[config.mk]
export PLATFORM = sky130hd
export DESIGN_NAME = serial_pattern_detector_flat
export DESIGN_NICKNAME = d
export VERILOG_FILES = /design/src/rtl/spd_pkg.sv /design/src/rtl/serial_pattern_detector_if.sv /design/src/rtl/sat_counter.sv /design/src/rtl/serial_pattern_detector.sv /design/src/flat_wrapper.sv
export SDC_FILE = /design/constraint.sdc
export NUM_CORES = 1
export LEC_CHECK = 0
export BUFFER_PORTS_ARGS = -buffer_cell sky130_fd_sc_hd__buf_4
export CAP_MARGIN = 5
export CORE_MARGIN = 3
export CORE_UTILIZATION = 50
export CTS_CLUSTER_DIAMETER = 120
export DETAILED_ROUTE_END_ITERATION = 10
export GPL_ROUTABILITY_DRIVEN = 0
export PLACE_DENSITY = 0.72
export SLEW_MARGIN = 20
export SYNTH_ARGS = -nofsm -noshare
export SYNTH_HDL_FRONTEND = slang
export SYNTH_SLANG_ARGS = --single-unit
[constraint.sdc]
create_clock -name clock -period 4.5 [get_ports clock]
set_clock_uncertainty 0.1 [all_clocks]
set_input_delay 0 -clock clock [delete_from_list [all_inputs] [get_ports clock]]
set_output_delay 0 -clock clock [all_outputs]
set_load 0.01 [all_outputs]
[src/rtl/spd_pkg.sv]
// Shared constants and types for the serial pattern detector family.
package spd_pkg;

    // Default geometry of the detector and its match counter.
    localparam int PAT_W_DEF = 4;
    localparam int CNT_W_DEF = 8;

    // Pattern loaded at reset: the sequence 1,1,1,0 (MSB is the oldest bit).
    localparam logic [3:0] PAT_RESET_DEF = 4'b1110;

    // Fill state, kept as a named type so waveforms show FILL/RUN.
    typedef enum logic {
        FILL = 1'b0,  // history not yet holding PAT_W-1 valid bits
        RUN  = 1'b1   // history full; every valid bit can complete a match
    } fill_state_e;

endpackage

[src/rtl/serial_pattern_detector_if.sv]
// Bit-stream, pattern-load and status signals of the serial pattern detector.
interface serial_pattern_detector_if
    import spd_pkg::*;
#(
    parameter int PAT_W = PAT_W_DEF,
    parameter int CNT_W = CNT_W_DEF
);
    logic             x_valid;
    logic             x_in;
    logic             pat_load;
    logic [PAT_W-1:0] pattern_in;
    logic             clear_count;
    logic             y_out;
    logic             y_reg;
    logic [CNT_W-1:0] match_count;
    logic             count_sat;

    // Source of the bit stream and consumer of the status outputs.
    modport master (
        output x_valid, x_in, pat_load, pattern_in, clear_count,
        input  y_out, y_reg, match_count, count_sat
    );

    // The detector itself.
    modport slave (
        input  x_valid, x_in, pat_load, pattern_in, clear_count,
        output y_out, y_reg, match_count, count_sat
    );
endinterface

[src/rtl/sat_counter.sv]
// Saturating up-counter with synchronous clear (clear wins) and a registered
// all-ones flag.
module sat_counter #(
    parameter int CNT_W = 8
) (
    input  logic             clock,
    input  logic             reset,
    input  logic             inc,
    input  logic             clr,
    output logic [CNT_W-1:0] count,
    output logic             sat
);
    logic [CNT_W-1:0] count_d, count_q;
    logic             sat_d, sat_q;

    // Next count: clear first, otherwise step unless already at all-ones.
    always_comb begin
        // NOTE: every signal gets a default first so no path leaves it unassigned (no latch).
        count_d = count_q;
        if (clr) begin
            count_d = '0;
        end else if (inc && !sat_q) begin
            count_d = count_q + CNT_W'(1);
        end
        sat_d = &count_d;
    end

    // Count and flag registered together so they never disagree.
    always_ff @(posedge clock or posedge reset) begin
        // NOTE: non-blocking assignments here so every flop samples pre-edge values.
        if (reset) begin
            count_q <= '0;
            sat_q   <= 1'b0;
        end else begin
            count_q <= count_d;
            sat_q   <= sat_d;
        end
    end

    assign count = count_q;
    assign sat   = sat_q;
endmodule

[src/rtl/serial_pattern_detector.sv]
// Parametrised serial sequence detector: Mealy match, registered copy and a
// saturating match counter, with runtime-loadable pattern.
module serial_pattern_detector
    import spd_pkg::*;
#(
    parameter int               PAT_W     = PAT_W_DEF,  // legal range 2..16
    parameter int               CNT_W     = CNT_W_DEF,
    parameter bit               OVERLAP   = 1'b1,
    parameter logic [PAT_W-1:0] PAT_RESET = PAT_W'(PAT_RESET_DEF)
) (
    input  logic                      clock,
    input  logic                      reset,
    serial_pattern_detector_if.slave  bus
);
    localparam int               FILL_W    = $clog2(PAT_W);
    localparam logic [FILL_W-1:0] FILL_LAST = FILL_W'(PAT_W - 1);

    logic [PAT_W-1:0]  pattern_d, pattern_q;
    logic [PAT_W-2:0]  hist_d, hist_q;
    logic [FILL_W-1:0] fill_d, fill_q;
    logic              y_reg_d, y_reg_q;
    logic [PAT_W-1:0]  window;
    logic              match;
    fill_state_e       state;

    // Oldest bits in hist, the presented bit completes the window.
    assign window = {hist_q, bus.x_in};
    assign state  = (fill_q == FILL_LAST) ? RUN : FILL;

    // Mealy match and next-state for pattern, history and fill level.
    always_comb begin
        match     = (state == RUN) && bus.x_valid && !bus.pat_load && (window == pattern_q);
        pattern_d = pattern_q;
        hist_d    = hist_q;
        fill_d    = fill_q;
        y_reg_d   = match;
        if (bus.pat_load) begin
            // A new pattern invalidates all history; the bit in this cycle is dropped.
            pattern_d = bus.pattern_in;
            hist_d    = '0;
            fill_d    = '0;
        end else if (bus.x_valid) begin
            if (match && !OVERLAP) begin
                hist_d = '0;
                fill_d = '0;
            end else begin
                hist_d = window[PAT_W-2:0];
                if (state == FILL) begin
                    fill_d = fill_q + FILL_W'(1);
                end
            end
        end
    end

    // Detector state and registered match copy.
    always_ff @(posedge clock or posedge reset) begin
        if (reset) begin
            pattern_q <= PAT_RESET;
            hist_q    <= '0;
            fill_q    <= '0;
            y_reg_q   <= 1'b0;
        end else begin
            pattern_q <= pattern_d;
            hist_q    <= hist_d;
            fill_q    <= fill_d;
            y_reg_q   <= y_reg_d;
        end
    end

    sat_counter #(
        .CNT_W (CNT_W)
    ) u_match_cnt (
        .clock (clock),
        .reset (reset),
        .inc   (match),
        .clr   (bus.clear_count),
        .count (bus.match_count),
        .sat   (bus.count_sat)
    );

    assign bus.y_out = match;
    assign bus.y_reg = y_reg_q;
endmodule

[src/flat_wrapper.sv]
// flat-port wrapper written by rule: the top's interface ports become plain ports
module serial_pattern_detector_flat import spd_pkg::*;
#(
    parameter int               PAT_W     = PAT_W_DEF,                      
    parameter int               CNT_W     = CNT_W_DEF,
    parameter bit               OVERLAP   = 1'b1,
    parameter logic [PAT_W-1:0] PAT_RESET = PAT_W'(PAT_RESET_DEF)
)
  (clock, reset, bus_x_valid, bus_x_in, bus_pat_load, bus_pattern_in, bus_clear_count, bus_y_out, bus_y_reg, bus_match_count, bus_count_sat);
  serial_pattern_detector_if #(.PAT_W(PAT_W), .CNT_W(CNT_W)) bus_i ();
  input  logic clock;
  input  logic reset;
  input wire logic [$bits(bus_i.x_valid)-1:0] bus_x_valid;
  input wire logic [$bits(bus_i.x_in)-1:0] bus_x_in;
  input wire logic [$bits(bus_i.pat_load)-1:0] bus_pat_load;
  input wire logic [$bits(bus_i.pattern_in)-1:0] bus_pattern_in;
  input wire logic [$bits(bus_i.clear_count)-1:0] bus_clear_count;
  output wire logic [$bits(bus_i.y_out)-1:0] bus_y_out;
  output wire logic [$bits(bus_i.y_reg)-1:0] bus_y_reg;
  output wire logic [$bits(bus_i.match_count)-1:0] bus_match_count;
  output wire logic [$bits(bus_i.count_sat)-1:0] bus_count_sat;
  assign bus_i.x_valid = bus_x_valid;
  assign bus_i.x_in = bus_x_in;
  assign bus_i.pat_load = bus_pat_load;
  assign bus_i.pattern_in = bus_pattern_in;
  assign bus_i.clear_count = bus_clear_count;
  assign bus_y_out = bus_i.y_out;
  assign bus_y_reg = bus_i.y_reg;
  assign bus_match_count = bus_i.match_count;
  assign bus_count_sat = bus_i.count_sat;
  serial_pattern_detector #(.PAT_W(PAT_W), .CNT_W(CNT_W), .OVERLAP(OVERLAP), .PAT_RESET(PAT_RESET)) u_core (.clock(clock), .reset(reset), .bus(bus_i));
endmodule
; Word level (Yosys, flattened, before mapping)
; Index checks and enable logic that the tools add are counted.
[totals]
reg_bits = 19
in_bits = 10
output_inout_bits = 11
[op_classes]
add_sub_neg = 2
eq_ne = 3
muxes = 8
reduce_logical = 9
[op_table]
columns = op, count
row1 = 8-bit two-way mux, 2
row2 = 8-bit by 1-bit adder with 8-bit output (second input constant), 1
row3 = 8-bit AND reduction, 1
row4 = 2-bit two-way mux, 3
row5 = 3-bit two-way mux, 2
row6 = 4-bit equality test, 1
row7 = 1-bit logical AND, 4
row8 = 2-bit by 1-bit adder with 2-bit output (second input constant), 1
row9 = 2-bit equality test (second input constant), 1
row10 = 1-bit logical NOT, 2
row11 = 2-bit inequality test (second input constant), 1
row12 = 2-bit AND reduction, 1
row13 = 2-bit nonzero test, 1
row14 = 1-bit two-way mux, 1

; Depth between registers and ports, before layout
[logic_depth]
word_depth = 9
depth_mapped = 6
mapped_depth_nobuf = 6

; Modules after synthesis
; A second synthesis with hierarchy kept.
[unflattened]
hier_cells = 91
area_unflattened_um2 = 1001.0
[by_module_without_submodules]
columns = mod, n_inst, cells_per_inst, area_each_um2
row1 = sat_counter, 1, 55, 541.8
row2 = serial_pattern_detector, 1, 36, 459.2

; Worst setup path after synthesis
; Ideal clock, no wire load.
[synth_path]
path_type = register to register
from = register u_core.fill_q[0]
to = register u_core.u_match_cnt.sat_q (netlist: u_core.u_match_cnt.sat)
setup_ns = 0.096
arrival_time_ns = 1.555
t_required_ns = 4.304
path_slack_ns = 2.749
stages_incl_launch_ff = 7
n_path_buf = 0
cell_sequence = dfrtp_1 -> ha_1 -> nand2_2 -> nor3_1 -> and4_2 -> o22ai_1 -> nor4_2
[synth_via]
elab_chain_cells = 9
[synth_rtl]
columns = element, line
row1 = "start, declared", serial_pattern_detector.sv:20  ; logic [FILL_W-1:0] fill_d, fill_q;
row2 = "start signal, assigned", serial_pattern_detector.sv:65  ; fill_q <= fill_d;
row3 = 2-bit equality test, serial_pattern_detector.sv:28  ; assign state = (fill_q == FILL_LAST) ? RUN : FILL;
row4 = 1-bit two-way mux, serial_pattern_detector.sv:28
row5 = 1-bit logical AND (3 in series), serial_pattern_detector.sv:32  ; match = (state == RUN) && bus.x_valid && !bus.pat_load && (window == pattern_q);
row6 = 1-bit logical AND, sat_counter.sv:22  ; end else if (inc && !sat_q) begin
row7 = 8-bit two-way mux, sat_counter.sv:22
row8 = 8-bit two-way mux, sat_counter.sv:20  ; if (clr) begin
row9 = 8-bit AND reduction, sat_counter.sv:25  ; sat_d = &count_d;
row10 = named net u_core.u_match_cnt.sat_d, sat_counter.sv:14  ; logic sat_d, sat_q;
row11 = "end signal, assigned", sat_counter.sv:36  ; sat_q <= sat_d;
row12 = "end, declared", sat_counter.sv:14
; The timed path passes the listed nets, and every way through them passes these cells.
; A chain may end at the register's enable or synchronous reset.

; Final worst setup path
; Ends and elaborated chain as after synthesis.

==> results by group <==
Status
  – Status: completed

Power and ir drop
  – Internal power: 235 µW
  – Gate power share: 13.3%
  – Sequential power share: 58.0%
  – P_leak: 0.000583 µW
  – Sw Share: 26.0%
  – Psw: 82.4 µW
  – VDD IR-drop max: 0.209 mV
  – Clock share of power: 28.8%
  – Total power: 317 µW
  – Pwr/cell area: 247 nW/µm²

Finish
  – Share of layout cells above drive strength 1: 31.4%
  – Fin cells: 146
  – Area delta synth->final: 28.5%
  – # nets final: 134
  – Final core occ: 71.4%
  – Inserted Diodes: 0
  – Max reg flops: 8

Floorplanning
  – Die area: 2570 µm²
  – Die span in x: 50.7 µm
  – Core area: 1800 µm²
  – Initial core utilization: 55.6%
  – I/O Pins: 21
  – Cell Rows: 15
  – Die height: 50.7 µm

Clock network
  – Post-CTS Hold Buffers: 9
  – Worst skew pair latency: 0.31 ns
  – TritonCTS buffer count: 3
  – CTS tree: done
  – Max H-tree Level: 1
  – Clk root buf: clkbuf_4
  – Maximum clock insertion buffer count: 2
  – Clock Sinks: 19
  – CTS clk-pin slew, worst paths: 0.12 ns
  – Post-CTS sizing: 0
  – Post-CTS setup buffers: 0

Worst setup path
  – Slowest CP cell: nor3_1
  – Worst EP required: 4.62 ns
  – Critical setup path kind: reg -> reg
  – Critical-path cell list: ha_1, nand2_2, nor3_1, and4_2, o22ai_1, nor4_2
  – Worst R2R Start: u_core.fill_q[0]
  – Worst EP arrival: 2.19 ns
  – Endpoint class of the critical path: flop
  – Critical Path Max Stage Delay: 0.56 ns
  – Crit path max fanout: 7
  – Type of origin of the critical path: flop
  – CP Launch Point: u_core.fill_q[0]

Synthesis
  – Unique masters post-synth: 31
  – Most frequent cell after synthesis: dfrtp_1
  – Syn Std Cell Area: 1000 µm²
  – Predominant post-synthesis flop cell: dfrtp_1
  – Synth cell count leaders: 16 x dfrtp_1, 12 x nor2_1, 7 x xnor2_1, 5 x inv_1, 5 x mux2i_1
  – Post-synth EDFFs: 0
  – Largest cells by area after synthesis: dfrtp_1 40%, dfstp_2 7.9%, xnor2_1 6.1%
  – Net count after synthesis: 103
  – Yosys warns: 0
  – Post-synth ARST share: 100%
  – Post-synth top area share: 40.0%
  – Count of state elements after synthesis: 19
  – Area leader, netlist: dfrtp_1
  – Post-Syn Instances: 91
  – Syn Area/Cell: 11.0 µm²
  – Seq/Total Area, Yosys: 47.9%

STA
  – Setup TNS Final: 0 ns
  – Worst Max-Slew Pin Slew: 0.669 ns
  – F_max: 485 MHz
  – RSZ-0062 raised after global routing: false
  – Slew Limit Headroom: 55.0%
  – Fin. max-slew vios: 0
  – Final setup fails: 0
  – Final Worst Setup Slack: 2.44 ns
  – Final period utilization: 45.8%
  – Final min period: 2.06 ns
  – Final hold viol count: 0

Global routing
  – First-pass GRT wire length: 3.71 mm
  – Total gr overflow: 0
  – Largest net degree at the start of global routing: 20
  – Vias in the first global route: 835
  – Total GRT Usage: 19.3%
  – Initial antenna violation count: 0

Routing
  – Vias/cell: 5.45
  – WL final: 2.08 mm
  – DRC violations left: 0
  – DR WL/cell: 14.2 µm
  – Drt first-iter violations: 12
  – Drt first pass iters: 4
  – Post-route ant nets: 0
  – Vias: 795

Min path
  – Worst hold path type: in -> async

Placed design
  – DP HPWL: 1.53 mm
  – Cell Count Post-Placement: 133
  – DP Worst Slack: 2.50 ns
  – I/O Buffers: 20

Flow run
  – Max cap viols: 0
## critical path, delay by kind of cell (launching register included)
family                     cells  cell delay [ns]
and+or+nand+nor                4             1.20
DFF                            1             0.39
adders and majority gates      1             0.19
AOI/OAI and AO/OA              1             0.10
## cells by family (layout without fill, tap and decap cells)
kind of cell	after synthesis	in the layout	share of synthesized area, %
adder cells (fa/ha/maj)	2	2	2.50
AND/OR/NAND/NOR	35	35	22.3
XOR/XNOR	11	11	9.62
flip-flops	19	19	47.9
AO/OA/AOI/OAI	7	7	4.75
buffers and inverters	8	38	3.50
multiplexers	9	9	9.50
## power by group through the flow
| stage | Sequential (µW) | Clock, µW | Combinational [µW] |
|---|---|---|---|
| 2_1_floorplan | 186 | 0 | 25.3 |
| 3_3_place_gp | 187 | 0 | 34.3 |
| 3_5_place_dp | 187 | 0 | 36.1 |
| 4_1_cts | 184 | 93.6 | 42.4 |
| 5_1_grt | 185 | 101 | 47.0 |
| 6_report | 184 | 91.3 | 42.1 |
## cells in the final DEF, fill, tap and decap left out, drive strengths merged
cell type	Yosys	final
nand3b	1	1
o21a	2	2
nand3	2	2
and3	3	3
nand4	3	3
nor3	4	4
nand2	2	2
xnor2	7	7
clkbuf	1	3
o22ai	1	1
clkinvlp	0	1
nor4	3	3
nor2	12	12
ha	2	2
mux2	4	4
inv	5	5
and4b	1	1
xor2	4	4
a31oi	3	3
buf	2	20
dfstp	3	3
mux2i	5	5
dlygate4sd3	0	9
nor2b	1	1
or3	1	1
o211ai	1	1
dfrtp	16	16
and4	2	2
## worst paths after layout
kind | endpoint | slack, ns | depth (start not counted)
setup / recovery | u_core.u_match_cnt.sat | 2.44 | 6
hold / removal | u_core.u_match_cnt.count[5] | 0.25 | 3
setup reg to reg | u_core.u_match_cnt.sat | 2.44 | 6
hold reg to reg | u_core.pattern_q[0] | 0.46 | 1
max in group asynchronous | u_core.u_match_cnt.count[0] | 3.62 | 3
min in group clock | u_core.u_match_cnt.count[7] | 0.35 | 3
## layout make-up
| type | instances | area [µm²] |
|---|---|---|
| fill | 131 | 515 |
| sequential | 19 | 479 |
| tap | 25 | 31.3 |
| multi-input combinational | 64 | 487 |
| inverter | 5 | 18.8 |
| clock inverter | 1 | 7.51 |
| clock buffer | 3 | 22.5 |
| timing repair buffer | 29 | 240 |
## through the flow
| step | cell area, µm² | hold slack [ns] |
|---|---|---|
| 2_1_floorplan | 1000 | -0.151 |
| 3_3_place_gp | 1170 | 0.0553 |
| 3_5_place_dp | 1170 | 0.0596 |
| 4_1_cts | 1290 | 0.281 |
| 5_1_grt | 1290 | 0.301 |
| 6_report | 1290 | 0.247 |
## per-layer routing
layer  wire length, µm  global-route usage (%)  share of wire [%]  up-vias
met1               967                    24.3                 47      392
met4                27                    6.73                1.3        0
met2              1010                    32.4                 49       17
li1                  -                       -                  -      382
met5                 0                       0                  0        -
met3                72                    4.15                3.5        4
No activity file was read; power rests on OpenSTA's default activity.
